==> src/rtl/instr_fetch_unit_pkg.sv <==
// Shared definitions for the instruction fetch stage: PcSrc encodings,
// opcode constants, reset defaults and the fetch FSM state type.
package instr_fetch_unit_pkg;

    // Decoder PcSrc encodings
    localparam logic [1:0] PCSRC_SEQ  = 2'b00;
    localparam logic [1:0] PCSRC_BR   = 2'b01;
    localparam logic [1:0] PCSRC_JALR = 2'b10;

    // Opcode constants (instr[6:0]) of the control-flow instructions
    localparam logic [6:0] OPC_BRANCH = 7'b110_0011;
    localparam logic [6:0] OPC_JAL    = 7'b110_1111;
    localparam logic [6:0] OPC_JALR   = 7'b110_0111;
    localparam logic [6:0] OPC_OP_IMM = 7'b001_0011;

    // ADDI x0, x0, 0
    localparam logic [31:0] NOP_INSTR        = 32'h0000_0013;
    localparam logic [31:0] RESET_PC_DEFAULT = 32'h0000_0000;

    typedef enum logic [1:0] {
        ST_REQ,
        ST_WAIT,
        ST_EXEC,
        ST_TRAP
    } fsm_state_e;

endpackage

==> src/rtl/instr_fetch_unit_next_pc_sel.sv <==
// Next-PC selection: sequential / branch / JALR mux, JALR LSB clear and
// misalignment detection on the selected target.
module next_pc_sel
    import instr_fetch_unit_pkg::*;
(
    input  logic [31:0] pc_i,
    input  logic [1:0]  pc_src_i,
    input  logic        branch_taken_i,
    input  logic [31:0] branch_target_i,
    input  logic [31:0] jalr_target_i,
    output logic [31:0] pc_plus4_o,
    output logic [31:0] next_pc_o,
    output logic        misalign_o
);

    // Select the next PC; JALR clears bit 0 so only bit 1 can fault there
    always_comb begin
        pc_plus4_o = pc_i + 32'd4;
        unique case (pc_src_i)
            PCSRC_SEQ:  next_pc_o = pc_plus4_o;
            PCSRC_BR:   next_pc_o = branch_taken_i ? branch_target_i : pc_plus4_o;
            PCSRC_JALR: next_pc_o = jalr_target_i & ~32'd1;
            default:    next_pc_o = pc_plus4_o;
        endcase
        misalign_o = |next_pc_o[1:0];
    end

endmodule

==> src/rtl/instr_fetch_unit.sv <==
// Fetch stage: owns the PC, fetches over a valid/ready request and response
// handshake, holds the instruction for decode until retire, counts retired
// instructions and traps on a misaligned next PC.
module instr_fetch_unit
    import instr_fetch_unit_pkg::*;
#(
    parameter logic [31:0] RESET_PC = RESET_PC_DEFAULT,
    parameter int unsigned CNT_W    = 32
) (
    input  logic             clk,
    input  logic             rst_n,
    output logic             imem_req_valid,
    input  logic             imem_req_ready,
    output logic [31:0]      imem_addr,
    input  logic             imem_rsp_valid,
    input  logic [31:0]      imem_rsp_data,
    output logic [31:0]      instr,
    output logic             instr_valid,
    output logic [31:0]      pc,
    output logic [31:0]      pc_plus4,
    input  logic             retire,
    input  logic [1:0]       pc_src,
    input  logic             branch_taken,
    input  logic [31:0]      branch_target,
    input  logic [31:0]      jalr_target,
    output logic             misalign_err,
    output logic [CNT_W-1:0] retired_cnt
);

    fsm_state_e       state_q, state_d;
    logic             armed_q;
    logic [31:0]      pc_q, pc_d;
    logic [31:0]      instr_q, instr_d;
    logic             misalign_q, misalign_d;
    logic [CNT_W-1:0] cnt_q, cnt_d;
    logic [31:0]      next_pc;
    logic [31:0]      pc_plus4_w;
    logic             next_misalign;
    logic             retire_fire;

    next_pc_sel u_next_pc_sel (
        .pc_i            (pc_q),
        .pc_src_i        (pc_src),
        .branch_taken_i  (branch_taken),
        .branch_target_i (branch_target),
        .jalr_target_i   (jalr_target),
        .pc_plus4_o      (pc_plus4_w),
        .next_pc_o       (next_pc),
        .misalign_o      (next_misalign)
    );

    assign retire_fire = (state_q == ST_EXEC) && retire;

    // State register
    always_ff @(posedge clk or negedge rst_n) begin
        if (!rst_n) state_q <= ST_REQ;
        else        state_q <= state_d;
    end

    // Request is suppressed until the first clock after reset release
    always_ff @(posedge clk or negedge rst_n) begin
        if (!rst_n) armed_q <= 1'b0;
        else        armed_q <= 1'b1;
    end

    // Next-state logic
    always_comb begin
        state_d = state_q;
        unique case (state_q)
            ST_REQ:  if (armed_q && imem_req_ready) state_d = ST_WAIT;
            ST_WAIT: if (imem_rsp_valid)            state_d = ST_EXEC;
            ST_EXEC: if (retire)                    state_d = next_misalign ? ST_TRAP : ST_REQ;
            ST_TRAP: state_d = ST_TRAP;
            default: state_d = ST_TRAP;
        endcase
    end

    // FSM outputs decoded from registered state only
    always_comb begin
        imem_req_valid = (state_q == ST_REQ) && armed_q;
        instr_valid    = (state_q == ST_EXEC);
    end

    // Datapath next values: instruction capture, PC update, error flag, counter
    always_comb begin
        pc_d       = pc_q;
        instr_d    = instr_q;
        misalign_d = misalign_q;
        cnt_d      = cnt_q;
        if ((state_q == ST_WAIT) && imem_rsp_valid) begin
            instr_d = imem_rsp_data;
        end
        if (retire_fire) begin
            cnt_d = cnt_q + CNT_W'(1);
            if (next_misalign) misalign_d = 1'b1;
            else               pc_d       = next_pc;
        end
    end

    // Datapath registers
    always_ff @(posedge clk or negedge rst_n) begin
        if (!rst_n) begin
            pc_q       <= RESET_PC;
            instr_q    <= NOP_INSTR;
            misalign_q <= 1'b0;
            cnt_q      <= '0;
        end else begin
            pc_q       <= pc_d;
            instr_q    <= instr_d;
            misalign_q <= misalign_d;
            cnt_q      <= cnt_d;
        end
    end

    assign imem_addr    = pc_q;
    assign pc           = pc_q;
    assign pc_plus4     = pc_plus4_w;
    assign instr        = instr_q;
    assign misalign_err = misalign_q;
    assign retired_cnt  = cnt_q;

endmodule

==> config.mk <==
export PLATFORM = sky130hd
export DESIGN_NAME = instr_fetch_unit
export DESIGN_NICKNAME = d
export VERILOG_FILES = /design/src/rtl/instr_fetch_unit_pkg.sv /design/src/rtl/instr_fetch_unit_next_pc_sel.sv /design/src/rtl/instr_fetch_unit.sv
export SDC_FILE = /design/constraint.sdc
export NUM_CORES = 1
export LEC_CHECK = 0
export BUFFER_PORTS_ARGS = -buffer_cell sky130_fd_sc_hd__buf_2
export CELL_PAD_IN_SITES_DETAIL_PLACEMENT = 1
export CELL_PAD_IN_SITES_GLOBAL_PLACEMENT = 1
export CORE_UTILIZATION = 39
export CTS_BUF_LIST = sky130_fd_sc_hd__clkbuf_2 sky130_fd_sc_hd__clkbuf_4 sky130_fd_sc_hd__clkbuf_8
export CTS_CLUSTER_DIAMETER = 30
export DETAILED_ROUTE_END_ITERATION = 8
export PLACE_DENSITY = 0.89
export SLEW_MARGIN = 30
export SYNTH_ARGS = -nofsm -noshare
export SYNTH_HDL_FRONTEND = slang
export SYNTH_HIERARCHICAL = 1
export SYNTH_SLANG_ARGS = --single-unit
==> constraint.sdc <==
create_clock -name clk -period 6 [get_ports clk]
set_input_delay 0.9 -clock clk [delete_from_list [all_inputs] [get_ports clk]]
set_output_delay 0.9 -clock clk [all_outputs]
set_load 0.05 [all_outputs]
Word-level counts from Yosys, hierarchy flattened:

Cells that the tools add are included.

* register bits after elaboration: 100
* input bits: 104
* output and inout bits: 163
* word-level logic and storage cells: 33

* $add $sub $neg: 2
* eq/ne operators: 8
* multiplexer cells: 7
* bitwise logic cells: 1
* reduce and logical (&&, ||, !) cells: 9

Operators by type and width (number)
* 32-bit case mux with 2 select lines: 1
* 32-bit by 1-bit adder with 32-bit output (second input constant): 1
* 32-bit by 3-bit adder with 32-bit output (second input constant): 1
* 32-bit 2-to-1 mux: 1
* 2-bit 2-to-1 mux: 4
* 2-bit case mux with 4 select lines: 1
* 2-bit == test (second input constant): 3
* 2-bit by 1-bit == test with 1-bit output (second input constant): 2
* 1-bit logical AND: 4
* 2-bit inequality test (second input constant): 2
* 2-bit AND reduction: 2
* 3-bit AND reduction: 1
* 2-bit logical NOT: 1
* 2-bit by 1-bit inequality test with 1-bit output (second input constant): 1
* 2-bit OR reduction: 1
* 1-bit NOT: 1

Depth between registers and ports, before layout:

Gate-level depths: netlist of the first run.

* word-level depth: 7
* depth in mapped cells: 11
* depth with buffers taken out: 8

Modules after synthesis:

Netlist of the first run, hierarchy kept.

By module, submodules not included
* instr_fetch_unit: instances 1, cells each 321, area an instance 4379.2 um^2, sequential area each 2506.2 um^2
* next_pc_sel: instances 1, cells each 260, area an instance 1620.3 um^2, sequential area each 0.0 um^2

Worst setup path before layout of the first run:

OpenSTA, ideal clock, no wires.

* path type: register to output
* from: register pc_q[2] (netlist: imem_addr[2])
* to: output port pc_plus4[26]
* arrival: 2.996 ns
* data required time: 5.100 ns
* setup slack: 2.104 ns
* stages on the path, launching flop included: 6
* path buffers: 0
* path through: dfrtp_1 -> ha_1 -> nand4_2 -> or4_4 -> or3_1 -> xnor2_1

* word-level cells in the longest chain between the ends: 1

Ends and longest elaborated chain
* start, declared: line instr_fetch_unit.sv:32 `logic [31:0] pc_q, pc_d;`
* start signal, assigned: line instr_fetch_unit.sv:108 `pc_q <= pc_d;`
* 32-bit by 3-bit adder with 32-bit output: line instr_fetch_unit_next_pc_sel.sv:18 `pc_plus4_o = pc_i + 32'd4;`
* end, declared: line instr_fetch_unit.sv:20 `output logic [31:0] pc_plus4,`

Every way passes these cells.

Worst setup path after layout of the first run:

* from: register pc_q[7] (netlist: imem_addr[7])
* to: output port pc_plus4[25]

The elaborated chain is that of the path after synthesis.

==> impl_results.md, run 1 <==
* Detailed Place HPWL at 14000 um
* CP Max Fanout at 13
* CP endpoint kind: output pin
* Hold Crit Class: flip-flop to flip-flop
* Placed Area at 7230 um2
* VDD IR-drop max at 380 uV
* XOR/XNOR Fraction of Synth Area at 7.74%
* Largest net degree at the start of global routing at 53
* Worst reg2reg startpoint: imem_addr[7]$_DFFE_PN0P_
* Synth area leaders: dfrtp_1, mux2_2, buf_4, xnor2_1, nand2_1
* Placer Congestion at 0.817
* Lkg Pwr at 3.75 nW
* Via-to-Cell Ratio at 5.51
* Initial antenna violation count at 1
* Reg-to-reg slack, setup at 3150 ps
* Post-synthesis cell type count at 59
* Number of buffers created by CTS at 9
* Port bufs at 265
* Layout cells sized above 1 at 46.8%
* TritonCTS clock tree: built
* Final setup vio count at 0
* Max Buffers Root-to-Sink at 2
* Slew Limit Fails at 0
* Status: finished, final reports clean
* Syn_nets at 689
* Initial cell density of the core at 40.7%
* WHS Path Cells at 1
* Worst-path clk slew at 110 ps
* Via count at 5452
* RR Endpoint: imem_addr[25]$_DFFE_PN0P_
* RSZ-0062 raised after global routing: no
* Hold Vio Cnt, Final at 0
* CTS Sinks at 100
* Die ar. at 15900 um2
* Synth Flop Type: dfrtp_1
* Drt pass-1 iters at 4
* Hold Path Sink: retired_cnt[31]$_DFFE_PN0P_
* Global-route wire length before repair at 30000 um
* Compound-Gate Fraction of Synth Area at 11.5%
* Wirelength, routed at 18600 um
* Worst Skew at 9.50 ps
* H-tree lvl count at 3
* Clock Latency Late Sink at 380 ps
* Final global-route overflow total at 0
* Die Wd at 126 um
* Resize count post-CTS at 0
* # IOs at 267
* Drt drc at 0
* EDFF count, synth at 0
* DRT iter0 DRCs at 307
* Sequential area share after synthesis at 41.8%
* Area leader, netlist: dfrtp_1
* GRT Overall Usage at 24.0%
* Top-count cell post-synth: dfrtp_1
* CP startpoint kind: flip-flop
* Final period util at 67.3%
* Hold path startpoint: retired_cnt[31]$_DFFE_PN0P_
* Mux share of post-synthesis cell area at 12.0%
* Adder-Cell Fraction of Synth Area at 0.834%
* Fmax at 248 MHz
* #FFs+latches synth at 100
* Postcts setup bufs at 0
* Rows at 44
* Ys Warns at 6
* Tot Pwr at 0.00425 W
* Cell area after layout at 7440 um2
* Post-synthesis instance total at 581
* Actual slew at the worst max-slew pin at 941 ps
* Die height at 126 um
* Cts hold-fix bufs at 0
* Top-area cell type share of the netlist area at 40.5%
* Root Driver: clkbuf_8
* Layout Nets at 908
* Largest family of logic cells by synthesized area: simple AND/OR/NAND/NOR gates
* Max_cap viols at 0
* Syn avg cell area at 10.3 um2
* Synthesized cell area at 6000 um2
* Syn-to-layout area delta at 24.0%
* Critical path class: flip-flop to output pin
* Async SR Flop Fraction at 100%
* WL per Instance at 18.8 um
* Setup TNS at 0 ps
* Relative slew slack at 37.2%
* Clock period minus worst slack at 4040 ps
* Number of global-route vias before repair at 5696
* Reg2reg path depth at 5
* Synth cell count leaders: dfrtp_1, mux2_2, nand2_1
* Detail Route Antenna Nets at 0
* Core Region at 14800 um2
* Required time worst endpoint at 5100 ps
* Worst hold slack at 482 ps
* Power Density at 571 nW/um2
* CP arrival at 3140 ps
* Simple-gate portion of the synthesized area at 18.2%
## layout by cell type (no fill, tap or decap), drive strengths merged, types with 5 or more instances in the layout
cell,instances
inv,18
nand4,17
and3,10
or3,5
a21oi,14
xor2,24
buf,272
clkbuf,10
nand3,20
and4,8
a32oi,8
mux2,64
and2,7
nand2,60
o211ai,5
xnor2,29
nor3,9
or4,9
nor4,13
o21ai,10
dfrtp,97
o2bb2ai,9
nor2,12
a22oi,23
o221ai,6
a22o,6
## state kept, by name (all words and copies together) (netlist names)
register / count
armed_q: 1
imem_addr: 32
instr: 32
misalign_err: 1
retired_cnt: 32
state_q: 2
## per-stage QoR
step	setup WS, ps	utilization, %	instances
CTS	1970	50.4	989
detailed placement	1660	49.0	973
floorplan	2100	-	581
global placement	1560	48.7	971
finish	1960	50.4	990
global route	1780	50.4	990
## final cells by class
type / instances / area (um2)
clock inverter: 6 / 71.3
sequential: 100 / 2510
tap: 184 / 230
fill: 1740 / 7320
multi-input combinational: 400 / 3020
antenna: 1 / 2.50
inverter: 17 / 63.8
clock buffer: 10 / 131
timing repair buffer: 272 / 1410
## metal layers
metal	vias to the layer above	share of wire, %	GRT usage (%)
li1	2534	-	-
met1	2692	42	29.6
met2	193	50	41.3
met3	33	5.1	4.42
met4	0	2.6	9.36
met5	-	0	0
## worst max-delay path by stage
stage	startpoint	end	slack (ps)	depth (start not counted)
detailed placement	pc_src[0]	imem_addr[17]$_DFFE_PN0P_	1660	11
finish	imem_addr[7]$_DFFE_PN0P_	pc_plus4[25]	1960	5
global route	imem_addr[7]$_DFFE_PN0P_	pc_plus4[29]	1780	5
global placement	pc_src[0]	imem_addr[8]$_DFFE_PN0P_	1560	9
floorplan	imem_addr[2]$_DFFE_PN0P_	pc_plus4[26]	2100	5
CTS	imem_addr[7]$_DFFE_PN0P_	pc_plus4[25]	1970	5
## power breakdown
group          leakage (nW)  total [W]  switching, W  internal [W]
Clock                 0.102   0.000458      0.000255      0.000202
Combinational          2.38    0.00261       0.00196      0.000646
Sequential             1.27    0.00118      0.000279      0.000905
Total                  3.75    0.00425       0.00249       0.00175
## critical path: stages (launching register included)
cell and delay, ps:
dfrtp_1 480, nand4_1 390, or4_1 890, or4_1 630, nand2_1 100, buf_2 260
## cells by family after synthesis
| family | count (synthesis) |
|---|---|
| simple gates | 184 |
| xor+xnor | 53 |
| mux | 64 |
| other cells | 1 |
| compound gates | 94 |
| fa+ha+maj | 4 |
| buf+inv | 81 |
| flops | 100 |
No activity file was read; power rests on OpenSTA's default activity.
==> inputs of run 2 (changes only) <==
- CORE_UTILIZATION: 39 -> 33
- PLACE_DENSITY: 0.89 -> 0.8
- clock period: 6 -> 3.55 ns (I/O delays scaled with it)
==> impl_results.md, run 2 (synthesis results as in run 1) <==
* Critical path class: flip-flop to output pin
* Die height at 137 um (+8.6%)
* Initial cell density of the core at 34.2% (-6.5 points)
* End point of the critical path: pc_plus4[30]
* Critical path origin: imem_addr[3]$_DFFE_PN0P_
* Most frequent cells in the layout: buf_2, dfrtp_1, mux2_2
* GRT Overall Usage at 20.5% (-3.4 points)
* Drt pass-1 iters at 4 (unchanged)
* CP startpoint kind: flip-flop
* Initial antenna violation count at 0 (-1)
* Fill count at 2080 (+20%)
* Reg2reg path depth at 6 (+1)
* Largest net degree at the start of global routing at 73 (+38%)
* Relative slew slack at 48.7% (+11 points)
* Clock Latency Late Sink at 380 ps (about the same)
* Lkg Pwr at 3.78 nW (+0.90%)
* RSZ-0062 raised after global routing: no
* Worst-path clk slew at 100 ps (about the same)
* Crit-path cells: ha_1 > nand4_4 > or4_4 > or4_4 > nand2_1 > buf_2
* VDD IR-drop max at 744 uV (+96%)
* CP arrival at 2840 ps (-300 ps)
* Area of the multi-input gates at 3040 um2 (+0.41%)
* Via-to-Cell Ratio at 5.20 (-5.5%)
* Detailed Place HPWL at 14300 um (+2.5%)
* CP Max Fanout at 9 (-4)
* Tot Pwr at 0.00722 W (+70%)
* Required time worst endpoint at 3020 ps (-2080 ps)
* Most used cell, CP: or4_4
* Number of buffers created by CTS at 9 (unchanged)
* Worst Skew at 7.91 ps (-1.58 ps)
* TritonCTS clock tree: built
* Clock period minus worst slack at 3370 ps
* Drt drc at 0 (unchanged)
* Max Buffers Root-to-Sink at 2 (unchanged)
* Status: finished, final reports clean
* Setup TNS at 0 ps (unchanged)
* Max_cap viols at 0 (unchanged)
* Final global-route overflow total at 0 (unchanged)
* Wirelength, routed at 19000 um (+2.3%)
* CTS Sinks at 100 (unchanged)
* Rows at 48 (+9.1%)
* Syn-to-layout area delta at 25.9%
* Power Density at 955 nW/um2 (+67%)
* Final period util at 94.9%
* Final setup vio count at 0 (unchanged)
* Number of global-route vias before repair at 5587 (-1.9%)
* Fmax at 297 MHz
* Worst reg2reg startpoint: imem_addr[3]$_DFFE_PN0P_
* Layout cells sized above 1 at 47.5% (+0.64 points)
* H-tree lvl count at 3 (unchanged)
* Hold Vio Cnt, Final at 0 (unchanged)
* RR Endpoint: imem_addr[26]$_DFFE_PN0P_
* Root Driver: clkbuf_8
* Port bufs at 265 (unchanged)
* Critical-path top delay cell: or4_4
* FF/Latch Area at 2510 um2 (about the same)
* Placer Congestion at 0.798 (-2.3%)
* Hold Crit Class: primary input to asynchronous set/reset pin
* CP endpoint kind: output pin
* Die Wd at 137 um (+8.6%)
* Via count at 5392 (-1.1%)
* Global-route wire length before repair at 29600 um (-1.3%)
* Core Region at 17500 um2 (+19%)
* # IOs at 267 (unchanged)
* WL per Instance at 18.4 um (-2.2%)
* Postcts setup bufs at 0 (unchanged)
* Die ar. at 18700 um2 (+18%)
* CP peak stage delay at 660 ps (-230 ps)
* Reg-to-reg slack, setup at 980 ps (-2170 ps)
* Slew Limit Fails at 0 (unchanged)
* Layout Nets at 914 (+0.66%)
* DRT iter0 DRCs at 220 (-28%)
* Diode count at 0 (-1)
* Detail Route Antenna Nets at 0 (unchanged)
* Most common cell after layout, fill and taps aside: buf_2
* Actual slew at the worst max-slew pin at 763 ps (-179 ps)
run 2: final cells by class:
type / count / area share [%]
clock buffer: 11 / 1.92
clock inverter: 5 / 0.878
inverter: 17 / 0.845
multi-input combinational: 400 / 40.2
sequential: 100 / 33.2
tap: 225 / 3.73
timing repair buffer: 278 / 19.3
run 2: worst min path at each step:
stage / startpoint / endpoint / slack (ps) / cells past startpoint
after floorplan: rst_n / armed_q$_DFF_PN0_ / 240 / 0
after global placement: misalign_err$_DFFE_PN0P_ / misalign_err$_DFFE_PN0P_ / 440 / 1
after detailed placement: misalign_err$_DFFE_PN0P_ / misalign_err$_DFFE_PN0P_ / 460 / 1
after CTS: rst_n / imem_addr[7]$_DFFE_PN0P_ / 320 / 1
after global routing: rst_n / imem_addr[7]$_DFFE_PN0P_ / 190 / 1
final: rst_n / imem_addr[7]$_DFFE_PN0P_ / 170 / 1
run 2: routing by layer:
| metal | wire (um) | GRT usage, % | vias up |
|---|---|---|---|
| met3 | 861 | 4.33 | 26 |
| met5 | 0 | 0 | - |
| met2 | 9560 | 35.3 | 162 |
| met1 | 8240 | 25.7 | 2664 |
| li1 | - | - | 2540 |
| met4 | 363 | 6.29 | 0 |
run 2: worst max-delay path: cells and delay by family (launching register included):
kind | cells | cell delay, ps
adders and majority gates | 1 | 280
buffers and inverters | 1 | 260
DFF | 1 | 440
and+or+nand+nor | 4 | 1480
run 2: repair_timing:
item                                    in CTS  in global routing
hold buffers                                 0                  0
hold endpoints to repair                     0                  0
gates resized for setup                      1                  2
endpoints found under the setup margin       1                  5
pin swaps                                    0                  0
run 2: per-stage QoR:
step	utilization, %	hold slack, ps	worst slack [ps]	cell area [um2]	std cells
after detailed placement	41.8	456	421	7330	1020
final	43.1	166	180	7560	1036
after global routing	43.1	195	3.68	7560	1036
after CTS	43.0	322	18.0	7550	1036
after global placement	41.8	436	457	7330	1020
after floorplan	-	237	21.5	6000	581
run 2: power by group:
group,internal [W],switching (W),total (W)
registers,0.00153,0.000477,0.00201
clock network,0.000364,0.000444,0.000808
logic,0.00109,0.00331,0.00440
total,0.00299,0.00423,0.00722
==> inputs of run 3 (changes only) <==
- ABC_AREA: not set -> 1
- CORE_UTILIZATION: 33 -> 32
- PLACE_DENSITY: 0.8 -> 0.79
- clock period: 3.55 -> 3.04 ns (I/O delays scaled with it)
==> impl_results.md, run 3 <==
* Rows at 52 (+8.3%)
* Final global-route overflow total at 0 (unchanged)
* Initial cell density of the core at 33.0% (-1.2 points)
* GRT Overall Usage at 21.0% (+0.50 points)
* H-tree lvl count at 3 (unchanged)
* CP endpoint kind: output pin
* Most common cell after layout, fill and taps aside: buf_2
* Setup TNS at 0 ps (unchanged)
* Die Wd at 147 um (+7.7%)
* Core Region at 20500 um2 (+17%)
* Syn avg cell area at 7.97 um2 (-23%)
* Via-to-Cell Ratio at 4.82 (-7.3%)
* Detailed Place HPWL at 17600 um (+23%)
* Most frequent cells in the layout: buf_2, nand2_1, inv_1
* Compound-Gate Fraction of Synth Area at 7.77% (-3.7 points)
* Via count at 6547 (+21%)
* Async SR Flop Fraction at 100% (unchanged)
* Final setup vio count at 0 (unchanged)
* Worst hold slack at 104 ps (-61.6 ps)
* Drt pass-1 iters at 4 (unchanged)
* CTS Sinks at 100 (unchanged)
* Root Driver: clkbuf_8
* Post-synthesis instance total at 849 (+46%)
* Power Density at 1060 nW/um2 (+11%)
* Clock network power share at 10.2% (-1.0 points)
* #FFs+latches synth at 100 (unchanged)
* Lkg Pwr at 4.54 nW (+20%)
* Top-count cell post-synth: nand2_1
* Max Buffers Root-to-Sink at 2 (unchanged)
* Sequential area share after synthesis at 37.0% (-4.7 points)
* Int Pwr at 0.00355 W (+19%)
* RR Endpoint: imem_addr[24]$_DFFE_PN0P_
* CP arrival at 2360 ps (-480 ps)
* Die height at 147 um (+7.7%)
* Cts hold-fix bufs at 0 (unchanged)
* Top-area cell type share of the netlist area at 35.9% (-4.6 points)
* Area leader, netlist: dfrtp_1
* Detail Route Antenna Nets at 0 (unchanged)
* Synth area leaders: dfrtp_1, nand2_1, mux2_4, mux2_2, inv_1
* Syn-to-layout area delta at 23.4%
* Adder-Cell Fraction of Synth Area at 0.740% (-0.094 points)
* Reg-to-reg slack, setup at 810 ps (-170 ps)
* Relative slew slack at 50.5% (+1.8 points)
* Initial antenna violation count at 3 (+3)
* Simple-gate portion of the synthesized area at 27.5% (+9.3 points)
* Postcts setup bufs at 0 (unchanged)
* Die ar. at 21700 um2 (+16%)
* Actual slew at the worst max-slew pin at 743 ps (-20.3 ps)
* CP startpoint kind: flip-flop
* Worst Skew at 15.3 ps (+7.40 ps)
* Global-route wire length before repair at 35700 um (+20%)
* XOR/XNOR Fraction of Synth Area at 3.37% (-4.4 points)
* Required time worst endpoint at 2580 ps (-440 ps)
* Wirelength, routed at 22500 um (+18%)
* Largest net degree at the start of global routing at 55 (-25%)
* Layout Nets at 1188 (+30%)
* WL per Instance at 16.6 um (-9.5%)
* Fin util at 40.7% (-2.3 points)
* Synth Flop Type: dfrtp_1
* Post-synthesis cell type count at 42 (-29%)
* Syn_nets at 957 (+39%)
* Drt drc at 0 (unchanged)
* Ys Warns at 6 (unchanged)
* Resize count post-CTS at 0 (-1)
* Final period util at 92.5%
* Synth cell count leaders: nand2_1, inv_1, dfrtp_1
* Hold Crit Class: primary input to asynchronous set/reset pin
* Psw at 0.00528 W (+25%)
* Port bufs at 265 (unchanged)
* Worst reg2reg startpoint: imem_addr[2]$_DFFE_PN0P_
* Max_cap viols at 0 (unchanged)
* Largest family of logic cells by synthesized area: simple AND/OR/NAND/NOR gates
* Fmax at 356 MHz
* Status: finished, final reports clean
* Number of buffers created by CTS at 9 (unchanged)
* Hold Vio Cnt, Final at 0 (unchanged)
* EDFF count, synth at 0 (unchanged)
* Critical path class: flip-flop to output pin
* CP Max Fanout at 7 (-2)
* Mux share of post-synthesis cell area at 12.3% (+0.30 points)
* TritonCTS clock tree: built
* # IOs at 267 (unchanged)
* Number of global-route vias before repair at 6736 (+21%)
* Slew Limit Fails at 0 (unchanged)
* Worst-path clk slew at 120 ps (+20 ps)
* Fill count at 2611 (+26%)
* Layout cells sized above 1 at 36.9% (-11 points)
* Combinational fraction of design power at 63.0% (+2.0 points)
* Synthesized cell area at 6770 um2 (+13%)
* DRT iter0 DRCs at 207 (-5.9%)
* RSZ-0062 raised after global routing: no
* Sequential power share at 26.8% (-1.0 points)
* VDD IR-drop max at 581 uV (-22%)
* Clock period minus worst slack at 2810 ps
* Clock Latency Late Sink at 390 ps (about the same)
* Placer Congestion at 0.874 (+9.6%)
* Reg2reg path depth at 9 (+3)
* Sw frac at 59.8% (+1.2 points)
[run 3: power groups by stage]
stage / combinational [W] / sequential [W] / clock, W
floorplan: 0.00309 / 0.00377 / 0
global placement: 0.00552 / 0.00236 / 0
detailed placement: 0.00559 / 0.00240 / 0
CTS: 0.00561 / 0.00237 / 0.000951
global route: 0.00585 / 0.00245 / 0.000997
finish: 0.00556 / 0.00236 / 0.000903
[run 3: metal layers]
metal	track usage, %	wire length, um
met1	25.4	9730
met2	37.3	11100
met3	3.83	1190
met4	7.37	475
met5	0	13
[run 3: logic make-up (layout without fill, tap and decap cells)]
| logic type | count (synthesis) | in the layout |
|---|---|---|
| AO/OA/AOI/OAI | 86 | 86 |
| XOR/XNOR | 26 | 26 |
| adder cells (fa/ha/maj) | 4 | 4 |
| buffers and inverters | 157 | 393 |
| flip-flops | 100 | 100 |
| multiplexers | 64 | 64 |
| other | 1 | 3 |
| AND/OR/NAND/NOR | 411 | 411 |
[run 3: worst max-delay path by stage]
| stage | start | to | slack, ps | cells after the start |
|---|---|---|---|---|
| after global placement | pc_src[1] | imem_addr[9]$_DFFE_PN0P_ | 250 | 10 |
| after CTS | imem_addr[2]$_DFFE_PN0P_ | pc_plus4[24] | 240 | 8 |
| after global routing | imem_addr[2]$_DFFE_PN0P_ | pc_plus4[24] | 120 | 8 |
| final | imem_addr[2]$_DFFE_PN0P_ | pc_plus4[24] | 230 | 8 |
| after floorplan | imem_addr[2]$_DFFE_PN0P_ | imem_addr[19]$_DFFE_PN0P_ | 390 | 10 |
| after detailed placement | pc_src[1] | imem_addr[9]$_DFFE_PN0P_ | 230 | 10 |
[run 3: critical path: stages, from the launching register on]
cell and delay (ps):
dfrtp_1 510, ha_1 250, nand3_1 150, nor2_2 230, nand3_1 230, nor2_1 170, nand2_1 70, nand2_1 90
buf_2 270
[run 3: cell type report]
| cell class | instances | area (um2) | share of cell area, % |
|---|---|---|---|
| Clock inverter | 6 | 66.3 | 0.794 |
| Multi-Input combinational cell | 592 | 3500 | 41.9 |
| Tap cell | 270 | 338 | 4.05 |
| Timing Repair Buffer | 277 | 1420 | 17.0 |
| Antenna cell | 2 | 5.00 | 0.0599 |
| Clock buffer | 10 | 138 | 1.65 |
| Sequential cell | 100 | 2510 | 30.0 |
| Inverter | 100 | 377 | 4.51 |
[run 3: through the flow]
step                instances  cell area [um2]  worst slack [ps]  total power (W)
detailed placement       1339             8140               229          0.00799
global placement         1339             8140               249          0.00788
floorplan                 849             6770               391          0.00686
CTS                      1355             8340               243          0.00893
finish                   1357             8350               229          0.00883
global route             1356             8350               121          0.00929
